File: src/rtl/toy_lsu_pkg.sv
// Shared types and helpers for the toy data-memory load/store adapter.
// Contents: access-size enum, captured-access metadata struct, byte-lane
// enable and store-data replication helpers.
package toy_lsu_pkg;

  localparam int unsigned LANES  = 4;
  localparam int unsigned WORD_W = 32;

  typedef enum logic [1:0] {
    SZ_B   = 2'd0,
    SZ_H   = 2'd1,
    SZ_W   = 2'd2,
    SZ_RSV = 2'd3
  } sz_e;

  // Everything the response stage needs to know about the accepted access
  typedef struct packed {
    logic [1:0] off;
    sz_e        size;
    logic       uns;
    logic       wr;
    logic       err;
  } p1_meta_t;

  // Byte lanes touched by a store of the given size at the given offset
  function automatic logic [LANES-1:0] f_byte_en(input sz_e size, input logic [1:0] off);
    logic [LANES-1:0] be;
    be = '0;
    case (size)
      SZ_B:    be = LANES'(1) << off;
      SZ_H:    be = LANES'(3) << off;
      SZ_W:    be = '1;
      default: be = '0;
    endcase
    return be;
  endfunction

  // Replicate right-justified store data across all lanes so any offset lines up
  function automatic logic [WORD_W-1:0] f_wdata_rep(input sz_e size, input logic [WORD_W-1:0] wdata);
    logic [WORD_W-1:0] rep;
    case (size)
      SZ_B:    rep = {4{wdata[7:0]}};
      SZ_H:    rep = {2{wdata[15:0]}};
      default: rep = wdata;
    endcase
    return rep;
  endfunction

endpackage

File: src/rtl/toy_dmem_lsu_adapter_if.sv
// Bus bundle between the core/RAM side and the LSU adapter.
// Request/response handshake toward the core plus the 1-cycle-latency RAM port.
// modport master: core + RAM side (drives requests, rsp_rdy, mem_rd_data)
// modport slave : adapter side (drives req_rdy, responses, RAM control)
interface toy_dmem_lsu_adapter_if #(
  parameter int unsigned ADDR_WIDTH = 32,
  parameter int unsigned DATA_WIDTH = 32,
  parameter int unsigned MEM_AW     = 12
);
  logic                  req_vld;
  logic                  req_rdy;
  logic [ADDR_WIDTH-1:0] req_addr;
  logic                  req_wr;
  logic [1:0]            req_size;
  logic                  req_unsigned;
  logic [DATA_WIDTH-1:0] req_wdata;
  logic                  rsp_vld;
  logic                  rsp_rdy;
  logic [DATA_WIDTH-1:0] rsp_rdata;
  logic                  rsp_err;
  logic                  mem_en;
  logic [MEM_AW-1:0]     mem_addr;
  logic                  mem_wr_en;
  logic [3:0]            mem_wr_byte_en;
  logic [DATA_WIDTH-1:0] mem_wr_data;
  logic [DATA_WIDTH-1:0] mem_rd_data;

  modport master (
    output req_vld, req_addr, req_wr, req_size, req_unsigned, req_wdata, rsp_rdy, mem_rd_data,
    input  req_rdy, rsp_vld, rsp_rdata, rsp_err, mem_en, mem_addr, mem_wr_en, mem_wr_byte_en,
           mem_wr_data
  );

  modport slave (
    input  req_vld, req_addr, req_wr, req_size, req_unsigned, req_wdata, rsp_rdy, mem_rd_data,
    output req_rdy, rsp_vld, rsp_rdata, rsp_err, mem_en, mem_addr, mem_wr_en, mem_wr_byte_en,
           mem_wr_data
  );
endinterface

File: src/rtl/toy_lsu_load_ext.sv
// Load-data extraction: selects the addressed byte/half lane of the RAM word and
// sign- or zero-extends it to 32 bits.
// Ports: rd_data_i (RAM word), off_i (byte offset), size_i, unsigned_i -> result_o.
module toy_lsu_load_ext
  import toy_lsu_pkg::*;
(
  input  logic [WORD_W-1:0] rd_data_i,
  input  logic [1:0]        off_i,
  input  sz_e               size_i,
  input  logic              unsigned_i,
  output logic [WORD_W-1:0] result_o
);

  logic [15:0] lane;

  // Only the low 16 bits of the shifted word can matter for byte/half loads
  always_comb begin
    lane     = 16'(rd_data_i >> {off_i, 3'b000});
    result_o = rd_data_i;
    case (size_i)
      SZ_B:    result_o = {{24{!unsigned_i && lane[7]}}, lane[7:0]};
      SZ_H:    result_o = {{16{!unsigned_i && lane[15]}}, lane[15:0]};
      default: result_o = rd_data_i;
    endcase
  end

endmodule

File: src/rtl/toy_dmem_lsu_adapter.sv
// Toy data-memory LSU adapter: converts byte-addressed core loads/stores into
// word-aligned accesses on a 1-cycle-latency RAM and returns extended load data.
// Misaligned, reserved-size and out-of-range accesses are trapped without a RAM access.
// Ports: clk, rst (async, active-high), bus (slave modport: req/rsp handshake + RAM port).
module toy_dmem_lsu_adapter
  import toy_lsu_pkg::*;
#(
  parameter int unsigned ADDR_WIDTH = 32,
  parameter int unsigned DATA_WIDTH = 32,
  parameter int unsigned MEM_AW     = 12
) (
  input logic                   clk,
  input logic                   rst,
  toy_dmem_lsu_adapter_if.slave bus
);

  logic                  p1_vld_q, p1_vld_d;
  p1_meta_t              p1_q, p1_d;
  sz_e                   req_sz;
  logic [1:0]            req_off;
  logic                  req_err;
  logic                  fire;
  logic [DATA_WIDTH-1:0] ext_data;

  // Request decode, trap detection and RAM drive; the RAM sees nothing for trapped requests
  always_comb begin
    req_sz  = sz_e'(bus.req_size);
    req_off = bus.req_addr[1:0];
    req_err = (req_sz == SZ_H && req_off[0])
           || (req_sz == SZ_W && req_off != 2'd0)
           || (req_sz == SZ_RSV)
           || (|bus.req_addr[ADDR_WIDTH-1:MEM_AW+2]);

    // A stalled response blocks new requests so mem_rd_data stays put
    bus.req_rdy        = !rst && (!p1_vld_q || bus.rsp_rdy);
    fire               = bus.req_vld && bus.req_rdy;
    bus.mem_en         = fire && !req_err;
    bus.mem_wr_en      = bus.mem_en && bus.req_wr;
    bus.mem_addr       = bus.req_addr[MEM_AW+1:2];
    bus.mem_wr_byte_en = bus.mem_wr_en ? f_byte_en(req_sz, req_off) : 4'b0000;
    bus.mem_wr_data    = f_wdata_rep(req_sz, bus.req_wdata);
  end

  // Response-stage next state: capture on accept, retire on response handshake
  always_comb begin
    p1_vld_d = p1_vld_q;
    p1_d     = p1_q;
    if (fire) begin
      p1_vld_d  = 1'b1;
      p1_d.off  = req_off;
      p1_d.size = req_sz;
      p1_d.uns  = bus.req_unsigned;
      p1_d.wr   = bus.req_wr;
      p1_d.err  = req_err;
    end else if (p1_vld_q && bus.rsp_rdy) begin
      p1_vld_d = 1'b0;
    end
  end

  always_ff @(posedge clk or posedge rst) begin
    if (rst) begin
      p1_vld_q <= 1'b0;
      p1_q     <= '0;
    end else begin
      p1_vld_q <= p1_vld_d;
      p1_q     <= p1_d;
    end
  end

  toy_lsu_load_ext u_load_ext (
    .rd_data_i  (bus.mem_rd_data),
    .off_i      (p1_q.off),
    .size_i     (p1_q.size),
    .unsigned_i (p1_q.uns),
    .result_o   (ext_data)
  );

  // Read data comes straight from the RAM output; stores and traps return zero
  always_comb begin
    bus.rsp_vld   = p1_vld_q;
    bus.rsp_err   = p1_vld_q && p1_q.err;
    bus.rsp_rdata = (p1_vld_q && !p1_q.wr && !p1_q.err) ? ext_data : '0;
  end

endmodule

File: src/flat_wrapper.sv
// flat-port wrapper written by rule: the top's interface ports become plain ports
module toy_dmem_lsu_adapter_flat import toy_lsu_pkg::*;
#(
  parameter int unsigned ADDR_WIDTH = 32,
  parameter int unsigned DATA_WIDTH = 32,
  parameter int unsigned MEM_AW     = 12
)
  (clk, rst, bus_req_vld, bus_req_addr, bus_req_wr, bus_req_size, bus_req_unsigned, bus_req_wdata, bus_rsp_rdy, bus_mem_rd_data, bus_req_rdy, bus_rsp_vld, bus_rsp_rdata, bus_rsp_err, bus_mem_en, bus_mem_addr, bus_mem_wr_en, bus_mem_wr_byte_en, bus_mem_wr_data);
  toy_dmem_lsu_adapter_if #(.ADDR_WIDTH(ADDR_WIDTH), .DATA_WIDTH(DATA_WIDTH), .MEM_AW(MEM_AW)) bus_i ();
  input logic clk;
  input logic rst;
  input wire logic [$bits(bus_i.req_vld)-1:0] bus_req_vld;
  input wire logic [$bits(bus_i.req_addr)-1:0] bus_req_addr;
  input wire logic [$bits(bus_i.req_wr)-1:0] bus_req_wr;
  input wire logic [$bits(bus_i.req_size)-1:0] bus_req_size;
  input wire logic [$bits(bus_i.req_unsigned)-1:0] bus_req_unsigned;
  input wire logic [$bits(bus_i.req_wdata)-1:0] bus_req_wdata;
  input wire logic [$bits(bus_i.rsp_rdy)-1:0] bus_rsp_rdy;
  input wire logic [$bits(bus_i.mem_rd_data)-1:0] bus_mem_rd_data;
  output wire logic [$bits(bus_i.req_rdy)-1:0] bus_req_rdy;
  output wire logic [$bits(bus_i.rsp_vld)-1:0] bus_rsp_vld;
  output wire logic [$bits(bus_i.rsp_rdata)-1:0] bus_rsp_rdata;
  output wire logic [$bits(bus_i.rsp_err)-1:0] bus_rsp_err;
  output wire logic [$bits(bus_i.mem_en)-1:0] bus_mem_en;
  output wire logic [$bits(bus_i.mem_addr)-1:0] bus_mem_addr;
  output wire logic [$bits(bus_i.mem_wr_en)-1:0] bus_mem_wr_en;
  output wire logic [$bits(bus_i.mem_wr_byte_en)-1:0] bus_mem_wr_byte_en;
  output wire logic [$bits(bus_i.mem_wr_data)-1:0] bus_mem_wr_data;
  assign bus_i.req_vld = bus_req_vld;
  assign bus_i.req_addr = bus_req_addr;
  assign bus_i.req_wr = bus_req_wr;
  assign bus_i.req_size = bus_req_size;
  assign bus_i.req_unsigned = bus_req_unsigned;
  assign bus_i.req_wdata = bus_req_wdata;
  assign bus_i.rsp_rdy = bus_rsp_rdy;
  assign bus_i.mem_rd_data = bus_mem_rd_data;
  assign bus_req_rdy = bus_i.req_rdy;
  assign bus_rsp_vld = bus_i.rsp_vld;
  assign bus_rsp_rdata = bus_i.rsp_rdata;
  assign bus_rsp_err = bus_i.rsp_err;
  assign bus_mem_en = bus_i.mem_en;
  assign bus_mem_addr = bus_i.mem_addr;
  assign bus_mem_wr_en = bus_i.mem_wr_en;
  assign bus_mem_wr_byte_en = bus_i.mem_wr_byte_en;
  assign bus_mem_wr_data = bus_i.mem_wr_data;
  toy_dmem_lsu_adapter #(.ADDR_WIDTH(ADDR_WIDTH), .DATA_WIDTH(DATA_WIDTH), .MEM_AW(MEM_AW)) u_core (.clk(clk), .rst(rst), .bus(bus_i));
endmodule
File: config.mk
export PLATFORM = sky130hd
export DESIGN_NAME = toy_dmem_lsu_adapter_flat
export DESIGN_NICKNAME = d
export VERILOG_FILES = /design/src/rtl/toy_lsu_pkg.sv /design/src/rtl/toy_dmem_lsu_adapter_if.sv /design/src/rtl/toy_lsu_load_ext.sv /design/src/rtl/toy_dmem_lsu_adapter.sv /design/src/flat_wrapper.sv
export SDC_FILE = /design/constraint.sdc
export NUM_CORES = 1
export LEC_CHECK = 0
export CAP_MARGIN = 20
export CORE_ASPECT_RATIO = 1.5
export CORE_MARGIN = 8
export CORE_UTILIZATION = 25
export DETAILED_ROUTE_END_ITERATION = 10
export MAX_ROUTING_LAYER = met4
export PLACE_DENSITY_LB_ADDON = 0.25
export SLEW_MARGIN = 40
export SYNTH_ARGS = -nofsm -noshare
export SYNTH_HDL_FRONTEND = slang
export SYNTH_SLANG_ARGS = --single-unit
File: constraint.sdc
create_clock -name clk -period 2.96 [get_ports clk]
set_input_delay 0.74 -clock clk [delete_from_list [all_inputs] [get_ports clk]]
set_output_delay 0.74 -clock clk [all_outputs]
set_load 0.02 [all_outputs]
==> results.py <==
metrics = {
    "sta": {
        "timing.hold.ws_ns": 0.475,
        "clock_skew_ns": 0.000724,
        "tightestPinTransition_ns": 0.412,
        "setup_violations": 0,
        "finalCriticalPeriod_ns": 2.96,
        "fmax_ghz": 0.338,
        "finalMaxSlewViolations": 0,
        "slew-limit-headroom": 0.725,
        "rsz0062_at_grt": "yes",
        "hold_viol": 0,
        "fin_crit_sh": 1.00,
    },
    "power": {
        "report.power.total_w": 0.000868,
        "leakagePower_nw": 1.86,
        "max-vdd-ir-drop_mv": 0.103,
        "cellPowerDensity_nw_per_um2": 229,
    },
    "logic_synthesis": {
        "syn_area_sq_um": 1840,
        "yosysUniqueCellTypes": 39,
        "ys_seq_area_frac": 0.109,
        "synthArstFlopShare": 1.00,
        "synth_area_per_cell_sq_um": 7.25,
        "synth_fp_nets": 357,
        "ys_warn_count": 0,
        "synth_edf_count": 0,
        "netlist_instances": 253,
        "synth_top_flop_cell": "dfrtp_1",
        "ys_ff_latch": 8,
    },
    "placement": {
        "placedCellCount": 517,
        "hpwl_mm": 7.28,
        "placed_area_sq_um": 3680,
        "gp_congestion": 0.839,
        "portBuffers": 164,
    },
    "global_routing": {
        "track_usage": 0.170,
        "grt_max_degree": 29,
        "grt_pass1_vias": 2763,
        "grt_antenna_before_repair": 0,
        "gr-total-overflow": 0,
        "grt_pass1_wl_mm": 13.8,
    },
    "die": {
        "pin_count": 189,
        "core_sq_um": 7180,
        "die_area_sq_um": 10400,
        "num_rows": 38,
        "start_util": 0.256,
        "die_y_um": 121,
        "die_w_um": 86.0,
    },
    "routing": {
        "wl_mm": 8.82,
        "first_pass_iters": 4,
        "drc": 0,
        "wl_per_cell_um": 16.8,
        "drt-initial-drc-count": 69,
        "via_per_inst": 4.83,
        "num_vias": 2539,
        "drtAntennaViolNets": 0,
    },
    "setup_path": {
        "cp.arrival_ns": 2.22,
        "r2r_cells": 3,
        "critPathBufInv": 3,
        "cp.depth": 7,
        "endpoint_kind": "output port",
        "start_kind": "primary input",
        "cp_max_fo": 4,
        "r2r_start": "u_core.p1_q[4]$_DFFE_PP0P_",
        "critPathKind": "in -> out",
        "slowest_delay_ns": 0.60,
        "cpMostUsedCell": "buf_6",
        "r2r_end": "u_core.p1_q[4]$_DFFE_PP0P_",
        "cpMaxStageDelayCell": "or4_4",
        "required_ns": 2.22,
        "worstSetupEndpoint": "bus_mem_wr_byte_en[1]",
        "r2r_slack_ns": 1.71,
        "cp_top_family": "simple AND/OR/NAND/NOR gates",
        "crit_start": "bus_req_addr[21]",
        "worstPathCellList": "buf_6 > nor4_4 > nand2_1 > or4_4 > buf_6 > nor3_4 > buf_6",
    },
    "cells_and_area": {
        "nNetsFinal": 532,
        "diodes": 0,
        "final_util": 0.528,
        "drive_above_1_share": 0.303,
        "instances_no_fill": 526,
        "postLayoutCellArea_sq_um": 3790,
        "mostFrequentLayoutCells": "clkdlybuf4s50_1 (87), buf_4 (44), nand2_1 (32)",
        "layout_commonest_cell": "clkdlybuf4s50_1",
        "area_delta_synth_final_pct": 106,
    },
    "clock_tree": {
        "clock_latency_ns": 0.23,
        "cts_max_level": 1,
        "tritoncts": "built",
        "clkTransAtPathRegs_ns": 0.04,
        "cts_made_buffers": 3,
        "cts.sinks": 8,
        "cts-root-buf": "clkbuf_8",
        "clk_path_buf_depth": 2,
    },
    "min_path": {
        "hold_path_class": "reg -> reg",
    },
    "run_status": {
        "status": "completed",
    },
    "job": {
        "maxCapViolCount": 0,
    },
}
## cells in the mapped netlist, drive strengths merged, types with 2 or more instances
library cell | instances | area (sq um)
and2 | 4 | 25.0
buf | 29 | 203
nor2 | 16 | 60.1
o21a | 2 | 15.0
clkbuf | 10 | 37.5
dfrtp | 8 | 200
o21ai | 26 | 130
a21oi | 19 | 95.1
nor4 | 5 | 46.3
nand2b | 6 | 47.5
nand2 | 32 | 120
nor3 | 3 | 15.0
mux2i | 26 | 260
nand3 | 2 | 10.0
mux2 | 17 | 191
a21o | 22 | 165
or4 | 2 | 18.8
o221ai | 7 | 61.3
inv | 4 | 15.0
## registers in the layout (all words and copies together) (netlist names)
register	count
u_core.bus.rsp_vld	1
u_core.p1_q	7
## report_power, final
| group | switching [W] | total (W) | internal, W |
|---|---|---|---|
| Sequential | 0.0000226 | 0.000148 | 0.000125 |
| Combinational | 0.000275 | 0.000593 | 0.000318 |
| Clock | 0.0000396 | 0.000127 | 0.0000878 |
## worst min-delay path, delay by kind of cell, from the launching register on
| family | cells | cell delay, ns |
|---|---|---|
| AOI/OAI and AO/OA | 1 | 0.06 |
| DFF | 1 | 0.33 |
| and+or+nand+nor | 1 | 0.04 |
## area by class of cell
class | count | area [sq um]
tap | 100 | 125
timing repair buffer | 209 | 1930
fill | 719 | 3390
clock buffer | 3 | 41.3
sequential | 8 | 201
multi-input combinational | 201 | 1470
inverter | 5 | 18.8
## worst min-delay path by stage
| stage | slack [ns] | cells past startpoint | end | start |
|---|---|---|---|---|
| 2_1_floorplan | 0.45 | 2 | u_core.p1_q[1]$_DFFE_PP0P_ | u_core.p1_q[1]$_DFFE_PP0P_ |
| 3_3_place_gp | 0.47 | 2 | u_core.p1_q[1]$_DFFE_PP0P_ | u_core.p1_q[1]$_DFFE_PP0P_ |
| 3_5_place_dp | 0.47 | 2 | u_core.p1_q[1]$_DFFE_PP0P_ | u_core.p1_q[1]$_DFFE_PP0P_ |
| 4_1_cts | 0.48 | 2 | u_core.p1_q[1]$_DFFE_PP0P_ | u_core.p1_q[1]$_DFFE_PP0P_ |
| 5_1_grt | 0.51 | 2 | u_core.p1_q[1]$_DFFE_PP0P_ | u_core.p1_q[1]$_DFFE_PP0P_ |
| 6_report | 0.47 | 2 | u_core.p1_q[1]$_DFFE_PP0P_ | u_core.p1_q[1]$_DFFE_PP0P_ |
## kinds of logic (layout without fill, tap and decap cells)
kind of cell,count (synthesis),in the layout,share of synthesized area
AO/OA/AOI/OAI,82,82,0.286
flip-flops,8,8,0.109
buffers and inverters,44,217,0.141
AND/OR/NAND/NOR,75,75,0.206
multiplexers,44,44,0.258
## per-layer routing
layer  up-vias  global-route usage  part of all wire
li1       1245                   -                 -
met1      1144               0.181              0.41
met2       143               0.296              0.49
met3         7              0.0447             0.089
met4         0              0.0540             0.012
met5         -                   -                 0
## through the flow
stage / setup TNS (ns) / setup WS (ns)
finish: 0 / 0.000566
global route: -0.131 / -0.0684
CTS: -0.00139 / -0.00139
detailed placement: -34.11 / -0.923
global placement: -33.03 / -0.879
floorplan: -0.373 / -0.140
## repair_timing
action,in CTS,in global routing
hold buffers,0,0
gates resized for setup,245,22
gates cloned,1,0
endpoints found under the setup margin,62,31
pin swaps,12,2
setup buffers,5,0
(Power assumes the default switching activity.)
